`src/rtl/vga_pkg.sv`:
```
// vga_pkg: default 640x480 VGA timing, RGB444 colours and pixel type
package vga_pkg;
   localparam int H_ACTIVE_DEFAULT = 640;
   localparam int H_FRONT_DEFAULT  = 16;
   localparam int H_SYNC_DEFAULT   = 96;
   localparam int H_BACK_DEFAULT   = 48;
   localparam int V_ACTIVE_DEFAULT = 480;
   localparam int V_FRONT_DEFAULT  = 10;
   localparam int V_SYNC_DEFAULT   = 2;
   localparam int V_BACK_DEFAULT   = 33;
   localparam int H_TOTAL_DEFAULT  = H_ACTIVE_DEFAULT + H_FRONT_DEFAULT + H_SYNC_DEFAULT + H_BACK_DEFAULT;
   localparam int V_TOTAL_DEFAULT  = V_ACTIVE_DEFAULT + V_FRONT_DEFAULT + V_SYNC_DEFAULT + V_BACK_DEFAULT;
   localparam logic [11:0] CELL_COLOR_DEFAULT = 12'hFD8;
   localparam logic [11:0] BG_COLOR_DEFAULT   = 12'h000;
   typedef struct packed {
      logic [3:0] r;
      logic [3:0] g;
      logic [3:0] b;
   } pixel_rgb_t;
endpackage

```
`src/rtl/vga_timing_gen.sv`:
```
// vga_timing_gen: tick-driven h/v counters with raw syncs, active flag and vblank
module vga_timing_gen
   import vga_pkg::*;
#(
   parameter int ACTIVE_COLUMNS = H_ACTIVE_DEFAULT,
   parameter int ACTIVE_ROWS    = V_ACTIVE_DEFAULT,
   parameter int H_FRONT        = H_FRONT_DEFAULT,
   parameter int H_SYNC         = H_SYNC_DEFAULT,
   parameter int H_BACK         = H_BACK_DEFAULT,
   parameter int V_FRONT        = V_FRONT_DEFAULT,
   parameter int V_SYNC         = V_SYNC_DEFAULT,
   parameter int V_BACK         = V_BACK_DEFAULT,
   parameter int H_W            = $clog2(ACTIVE_COLUMNS + H_FRONT + H_SYNC + H_BACK),
   parameter int V_W            = $clog2(ACTIVE_ROWS + V_FRONT + V_SYNC + V_BACK)
) (
   input  logic           clk_i,
   input  logic           reset_i,
   input  logic           pixel_tick_i,
   output logic [H_W-1:0] h_count,
   output logic [V_W-1:0] v_count,
   output logic           active,
   output logic           hsync_raw,
   output logic           vsync_raw,
   output logic           vblank,
   output logic           frame_end
);
   localparam int H_TOTAL = ACTIVE_COLUMNS + H_FRONT + H_SYNC + H_BACK;
   localparam int V_TOTAL = ACTIVE_ROWS + V_FRONT + V_SYNC + V_BACK;
   localparam logic [H_W-1:0] H_ACT   = H_W'(ACTIVE_COLUMNS);
   localparam logic [H_W-1:0] H_LAST  = H_W'(H_TOTAL - 1);
   localparam logic [H_W-1:0] HS_BEG  = H_W'(ACTIVE_COLUMNS + H_FRONT);
   localparam logic [H_W-1:0] HS_END  = H_W'(ACTIVE_COLUMNS + H_FRONT + H_SYNC - 1);
   localparam logic [V_W-1:0] V_ACT   = V_W'(ACTIVE_ROWS);
   localparam logic [V_W-1:0] V_LAST  = V_W'(V_TOTAL - 1);
   localparam logic [V_W-1:0] VS_BEG  = V_W'(ACTIVE_ROWS + V_FRONT);
   localparam logic [V_W-1:0] VS_END  = V_W'(ACTIVE_ROWS + V_FRONT + V_SYNC - 1);

   logic line_end;

   assign line_end  = h_count == H_LAST;
   assign frame_end = line_end && v_count == V_LAST;
   assign active    = h_count < H_ACT && v_count < V_ACT;
   assign hsync_raw = !(h_count >= HS_BEG && h_count <= HS_END);
   assign vsync_raw = !(v_count >= VS_BEG && v_count <= VS_END);
   assign vblank    = v_count >= V_ACT;

   // raster position advances one pixel per tick, wrapping at line and frame ends
   always_ff @(posedge clk_i) begin
      if (reset_i) begin
         h_count <= '0;
         v_count <= '0;
      end else if (pixel_tick_i) begin
         h_count <= line_end ? '0 : h_count + H_W'(1);
         if (line_end) v_count <= frame_end ? '0 : v_count + V_W'(1);
      end
   end
endmodule

```
`src/rtl/vram_display_reader.sv`:
```
// vram_display_reader: raster-order VRAM scan-out to registered VGA colour and syncs
module vram_display_reader
   import vga_pkg::*;
#(
   parameter int ACTIVE_COLUMNS   = H_ACTIVE_DEFAULT,
   parameter int ACTIVE_ROWS      = V_ACTIVE_DEFAULT,
   parameter int H_FRONT          = H_FRONT_DEFAULT,
   parameter int H_SYNC           = H_SYNC_DEFAULT,
   parameter int H_BACK           = H_BACK_DEFAULT,
   parameter int V_FRONT          = V_FRONT_DEFAULT,
   parameter int V_SYNC           = V_SYNC_DEFAULT,
   parameter int V_BACK           = V_BACK_DEFAULT,
   parameter int ADDR_WIDTH       = $clog2(ACTIVE_COLUMNS * ACTIVE_ROWS),
   parameter int DATA_WIDTH       = 1,
   parameter logic [11:0] CELL_COLOR = CELL_COLOR_DEFAULT,
   parameter logic [11:0] BG_COLOR   = BG_COLOR_DEFAULT
) (
   input  logic                  clk_i,
   input  logic                  reset_i,
   input  logic                  pixel_tick_i,
   input  logic [DATA_WIDTH-1:0] vram_read_data_i,
   output logic [ADDR_WIDTH-1:0] vram_read_address_o,
   output logic [3:0]            red_o,
   output logic [3:0]            green_o,
   output logic [3:0]            blue_o,
   output logic                  hsync_o,
   output logic                  vsync_o,
   output logic                  video_on_o,
   output logic                  vblank_o,
   output logic                  frame_done_o
);
   localparam int H_W = $clog2(ACTIVE_COLUMNS + H_FRONT + H_SYNC + H_BACK);
   localparam int V_W = $clog2(ACTIVE_ROWS + V_FRONT + V_SYNC + V_BACK);
   localparam logic [H_W-1:0] H_LAST_ACT = H_W'(ACTIVE_COLUMNS - 1);
   localparam logic [V_W-1:0] V_LAST_ACT = V_W'(ACTIVE_ROWS - 1);

   logic [H_W-1:0] h_count;
   logic [V_W-1:0] v_count;
   logic           active, hsync_raw, vsync_raw, frame_end;
   logic           first_pixel, last_pixel;
   logic           active_d, hsync_d, vsync_d;
   pixel_rgb_t     next_rgb, rgb_q;

   vga_timing_gen #(
      .ACTIVE_COLUMNS(ACTIVE_COLUMNS),
      .ACTIVE_ROWS   (ACTIVE_ROWS),
      .H_FRONT       (H_FRONT),
      .H_SYNC        (H_SYNC),
      .H_BACK        (H_BACK),
      .V_FRONT       (V_FRONT),
      .V_SYNC        (V_SYNC),
      .V_BACK        (V_BACK),
      .H_W           (H_W),
      .V_W           (V_W)
   ) u_timing (
      .clk_i       (clk_i),
      .reset_i     (reset_i),
      .pixel_tick_i(pixel_tick_i),
      .h_count     (h_count),
      .v_count     (v_count),
      .active      (active),
      .hsync_raw   (hsync_raw),
      .vsync_raw   (vsync_raw),
      .vblank      (vblank_o),
      .frame_end   (frame_end)
   );

   assign first_pixel = h_count == '0 && v_count == '0;
   assign last_pixel  = h_count == H_LAST_ACT && v_count == V_LAST_ACT;
   assign red_o       = rgb_q.r;
   assign green_o     = rgb_q.g;
   assign blue_o      = rgb_q.b;

   // colour for the pixel whose address was issued on the previous tick
   always_comb begin
      next_rgb = !active_d ? pixel_rgb_t'(12'h000) :
                 (|vram_read_data_i) ? pixel_rgb_t'(CELL_COLOR) : pixel_rgb_t'(BG_COLOR);
   end

   // raster address counter: restarts at the first pixel, holds through blanking
   always_ff @(posedge clk_i) begin
      if (reset_i) begin
         vram_read_address_o <= '0;
         frame_done_o        <= 1'b0;
      end else begin
         frame_done_o <= pixel_tick_i && last_pixel;
         if (pixel_tick_i)
            vram_read_address_o <= active ? (first_pixel ? '0 : vram_read_address_o + ADDR_WIDTH'(1)) :
                                   frame_end ? '0 : vram_read_address_o;
      end
   end

   // one-tick delay of sync/active flags so they line up with the returned VRAM data
   always_ff @(posedge clk_i) begin
      if (reset_i) begin
         active_d   <= 1'b0;
         hsync_d    <= 1'b1;
         vsync_d    <= 1'b1;
         rgb_q      <= '0;
         video_on_o <= 1'b0;
         hsync_o    <= 1'b1;
         vsync_o    <= 1'b1;
      end else if (pixel_tick_i) begin
         active_d   <= active;
         hsync_d    <= hsync_raw;
         vsync_d    <= vsync_raw;
         rgb_q      <= next_rgb;
         video_on_o <= active_d;
         hsync_o    <= hsync_d;
         vsync_o    <= vsync_d;
      end
   end
endmodule

```
`config.mk`:
```
export PLATFORM = sky130hd
export DESIGN_NAME = vram_display_reader
export DESIGN_NICKNAME = d
export VERILOG_FILES = /design/src/rtl/vga_pkg.sv /design/src/rtl/vga_timing_gen.sv /design/src/rtl/vram_display_reader.sv
export SDC_FILE = /design/constraint.sdc
export NUM_CORES = 1
export LEC_CHECK = 0
export CORE_MARGIN = 1.5
export CORE_UTILIZATION = 48
export CTS_CLUSTER_DIAMETER = 150
export DETAILED_ROUTE_END_ITERATION = 7
export PLACE_DENSITY = 0.73
export SETUP_SLACK_MARGIN = 0.5
export SLEW_MARGIN = 40
export SYNTH_ARGS = -nofsm -noshare
export SYNTH_HDL_FRONTEND = slang
export SYNTH_SLANG_ARGS = --single-unit
export TNS_END_PERCENT = 30
```
`constraint.sdc`:
```
create_clock -name clk_i -period 2.8 [get_ports clk_i]
set_input_delay 0.56 -clock clk_i [delete_from_list [all_inputs] [get_ports clk_i]]
set_output_delay 0.56 -clock clk_i [all_outputs]
set_load 0.05 [all_outputs]
```
==> impl_table.tex <==
\begin{tabular}{lr}
\hline
Metric & Value \\
\hline
\multicolumn{2}{l}{\textbf{Finish}} \\
Layout Nets & $\sim$330 \\
Fraction of layout cells with a size suffix above 1 & 0.0633 \\
Area Growth Syn to Fin & 16.3\% \\
Utilization after layout & 0.592 \\
Antenna fix cells & 0 \\
\multicolumn{2}{l}{\textbf{Logic synthesis}} \\
Asr flop ratio synth & 0 \\
Total of flip-flops plus latches after synthesis & 47 \\
Number of enable flip-flop cells after synthesis & 0 \\
Post-synthesis sequential area ratio & 0.384 \\
Average cell area after synthesis & 8.51 µm² \\
Cell type with the highest aggregate area in the netlist & sky130\_fd\_sc\_hd\_\_dfxtp\_1 \\
Yosys warns & 0 \\
Number of distinct library cell variants in the gate-level netlist after synthesis & 47 \\
Share of Yosys cell area claimed by the top area cell type & 0.384 \\
Total standard cell area after synthesis & $\sim$0.0025 mm² \\
Main synth FF type & sky130\_fd\_sc\_hd\_\_dfxtp\_1 \\
Largest cells by area after synthesis & sky130\_fd\_sc\_hd\_\_dfxtp\_1 38\%, sky130\_fd\_sc\_hd\_\_a21oi\_1 4.5\%, sky130\_fd\_sc\_hd\_\_buf\_4 4.3\% \\
Post-Synthesis Cells & 288 \\
\multicolumn{2}{l}{\textbf{STA}} \\
Max-Slew Margin vs Limit & 0.657 \\
Achievable frequency & 446 MHz \\
Worst slack on hold paths & 482 ps \\
Min setup slack post-route & between 500 and 600 ps \\
Number of setup violations in the final report & 0 \\
Setup repair after global routing missed its margin & true \\
Transition time of the tightest slew-check pin & roughly 510 ps \\
Final hold viol count & 0 \\
Final critical delay including setup and external delays & 2240 ps \\
Max Transition Viols Final & 0 \\
Setup clock skew after layout & 5.17 ps \\
Portion of the clock cycle consumed by the worst path in the final layout & 0.800 \\
Setup TNS after final layout & 0 ps \\
\multicolumn{2}{l}{\textbf{Setup path}} \\
Startpoint of the lowest-slack register-to-register path & u\_timing.v\_count[0] \\
WS Path Type & flop to output port \\
Biggest cell delay along the critical path & approximately 530 ps \\
Maximum fanout count along the critical path & 7 \\
Cells along the critical path & a41oi\_1 > inv\_1 > dlygate4sd2\_1 \\
Crit. Startpoint & u\_timing.v\_count[5] \\
Capturing element type of the critical path & output port \\
Critical path required time & 2240 ps \\
Category of the worst setup path launch point & flop \\
CP arrival & 1680 ps \\
Slowest library cell on the worst path & sky130\_fd\_sc\_hd\_\_dlygate4sd2\_1 \\
\multicolumn{2}{l}{\textbf{Routing}} \\
Vias/cell & roughly 5.4 \\
1st-iter DRT viols & 87 \\
DRC errors left & 0 \\
Post-detailed-routing wire length & 4690 µm \\
Detail-routed net length per standard cell & 12.2 µm \\
Router iterations before antenna repair & 4 \\
Number of vias after detailed routing & between 2000 and 2500 \\
Final antenna-violating net count & 0 \\
\multicolumn{2}{l}{\textbf{CTS}} \\
\# clock sinks & 47 \\
CTS root buf & sky130\_fd\_sc\_hd\_\_clkbuf\_8 \\
\# hold bufs at CTS & 0 \\
Post-CTS setup buffer count & 0 \\
Clock insertion delay at the later pin of the skew report & about 300 ps \\
Number of buffers inserted during clock tree synthesis & 5 \\
Clock-pin slew on the worst setup and hold paths & 80 ps \\
CTS tree & done \\
Total of cells resized after clock tree synthesis & 1 \\
Clock buffer depth & 2 \\
\# H-tree levels & 2 \\
\multicolumn{2}{l}{\textbf{GRT}} \\
Highest-utilization routing layer at the global route stage & met2 \\
Vias in the first global route & 1781 \\
Grt met3 use & 0.0420 \\
First-pass GRT wire length & slightly below 8000 µm \\
Initial antenna violation count & 0 \\
Met2 Resource Use GR & 0.297 \\
Overflow after GRT & 0 \\
GR Util All Layers & 0.178 \\
Met1 layer usage reported by global route & 0.229 \\
Largest net degree at the start of global routing & 20 \\
\multicolumn{2}{l}{\textbf{Floorplan}} \\
Die area & between 0.005 and 0.006 mm² \\
Count of standard-cell rows & 25 \\
Initial core utilization & 0.509 \\
Chip width & 74.5 µm \\
Number of top-level design ports & 40 \\
Core footprint & slightly below 0.005 mm² \\
Height of the die & $\sim$74 µm \\
\multicolumn{2}{l}{\textbf{Pwr}} \\
Max IR drop VDD & 0.237 mV \\
Leakage power total & 0.995 nW \\
Power density over cell area & 417 mW/mm² \\
Total Power & 0.00119 W \\
\multicolumn{2}{l}{\textbf{Hold path}} \\
Kind of path behind the tightest hold check & flop to flop \\
Hold path startpoint & vram\_read\_address\_o[18] \\
\multicolumn{2}{l}{\textbf{Placed design}} \\
Quantity of I/O buffers inserted on ports & 35 \\
Pre-CTS worst setup slack & 353 ps \\
DP Wirelength & 3330 µm \\
Routability Congestion & 0.881 \\
\multicolumn{2}{l}{\textbf{Outcome}} \\
Run status & completed \\
\multicolumn{2}{l}{\textbf{Flow run}} \\
Number of violations of the max-capacitance limit & 0 \\
\hline
\end{tabular}
worst max-delay path: cells and delay by family (launching register included):
| kind | cells | cell delay (ps) |
|---|---|---|
| buffers and inverters | 2 | 640 |
| DFF | 1 | 490 |
| AOI/OAI and AO/OA | 1 | 250 |
cells in the mapped netlist (2+ instances only):
cell type	count
sky130_fd_sc_hd__and2_1	2
sky130_fd_sc_hd__xor2_1	11
sky130_fd_sc_hd__inv_1	18
sky130_fd_sc_hd__ha_1	6
sky130_fd_sc_hd__a21o_1	6
sky130_fd_sc_hd__buf_4	14
sky130_fd_sc_hd__nor4_1	4
sky130_fd_sc_hd__nand4_1	11
sky130_fd_sc_hd__buf_6	3
sky130_fd_sc_hd__nor3_1	6
sky130_fd_sc_hd__a21oi_1	22
sky130_fd_sc_hd__clkbuf_1	2
sky130_fd_sc_hd__and3_1	3
sky130_fd_sc_hd__nor4b_1	2
sky130_fd_sc_hd__xnor2_1	4
sky130_fd_sc_hd__nor2_1	23
sky130_fd_sc_hd__o21ai_0	16
sky130_fd_sc_hd__or3_1	13
sky130_fd_sc_hd__dfxtp_1	47
sky130_fd_sc_hd__nand3_1	19
sky130_fd_sc_hd__a211o_1	3
sky130_fd_sc_hd__mux2i_1	6
sky130_fd_sc_hd__a22o_1	2
sky130_fd_sc_hd__and4_1	3
sky130_fd_sc_hd__buf_2	2
sky130_fd_sc_hd__nand2b_1	6
sky130_fd_sc_hd__nand2_1	14
cells by family (layout without fill, tap and decap cells):
kind of cell	after synthesis	after routing	synth area share
AND/OR/NAND/NOR	116	116	0.273
AO/OA/AOI/OAI	56	56	0.138
flip-flops	47	47	0.384
buffers and inverters	41	66	0.0949
XOR/XNOR	15	15	0.0536
adder cells (fa/ha/maj)	6	6	0.0306
multiplexers	6	6	0.0245
other	1	4	0.00153
cells in the final DEF (no fill, tap or decap), types with 4 or more instances in the layout:
| cell type | n |
|---|---|
| sky130_fd_sc_hd__conb_1 | 4 |
| sky130_fd_sc_hd__a21o_1 | 6 |
| sky130_fd_sc_hd__mux2i_1 | 6 |
| sky130_fd_sc_hd__nor4_1 | 4 |
| sky130_fd_sc_hd__nand4_1 | 11 |
| sky130_fd_sc_hd__dfxtp_1 | 47 |
| sky130_fd_sc_hd__clkbuf_8 | 5 |
| sky130_fd_sc_hd__xor2_1 | 11 |
| sky130_fd_sc_hd__a21oi_1 | 22 |
| sky130_fd_sc_hd__nor3_1 | 6 |
| sky130_fd_sc_hd__nand3_1 | 19 |
| sky130_fd_sc_hd__nand2_1 | 14 |
| sky130_fd_sc_hd__nand2b_1 | 6 |
| sky130_fd_sc_hd__buf_4 | 5 |
| sky130_fd_sc_hd__inv_1 | 18 |
| sky130_fd_sc_hd__clkdlybuf4s50_1 | 34 |
| sky130_fd_sc_hd__o21ai_0 | 16 |
| sky130_fd_sc_hd__ha_1 | 6 |
| sky130_fd_sc_hd__nor2_1 | 23 |
| sky130_fd_sc_hd__xnor2_1 | 4 |
| sky130_fd_sc_hd__or3_1 | 13 |
metal layers:
layer | vias up | wire, µm
li1 | 1054 | -
met1 | 950 | 2280
met2 | 43 | 2200
met3 | 7 | 160
met4 | 0 | 56
met5 | - | 0
final cells by class:
| type | instances | area, µm² |
|---|---|---|
| Fill cell | 455 | 1970 |
| Inverter | 18 | 67.6 |
| Multi-Input combinational cell | 203 | 1290 |
| Clock buffer | 7 | 76.3 |
| Clock inverter | 1 | 5.00 |
| Tap cell | 67 | 83.8 |
| Timing Repair Buffer | 40 | 387 |
| Sequential cell | 47 | 941 |
stage by stage:
step / cell area [µm²] / cells
after global placement: 2770 / 375
after floorplan: 2460 / 291
after CTS: 2850 / 383
after detailed placement: 2770 / 375
after global routing: 2850 / 383
final: 2850 / 383
registers in the layout, indices dropped and copies added (netlist names):
signal	count
vram_read_address_o	19
u_timing.h_count	10
u_timing.v_count	10
active_d	1
frame_done_o	1
hsync_d	1
hsync_o	1
red_o	1
video_on_o	1
vsync_d	1
vsync_o	1
power breakdown:
group / leakage (nW) / total (W) / internal (W) / switching [W]
Sequential: 0.380 / 0.000684 / 0.000676 / 0.00000811
Clock: 0.0422 / 0.000389 / 0.000175 / 0.000214
Combinational: 0.573 / 0.000115 / 0.0000393 / 0.0000753
worst paths after layout:
check                            endpoint  slack (ps)  depth (start not counted)
setup / recovery                 vblank_o         560                          3
hold / removal    vram_read_address_o[18]         480                          1
setup reg to reg  vram_read_address_o[18]         660                          8
hold reg to reg   vram_read_address_o[18]         480                          1
Power figures use the tool's default switching activity.
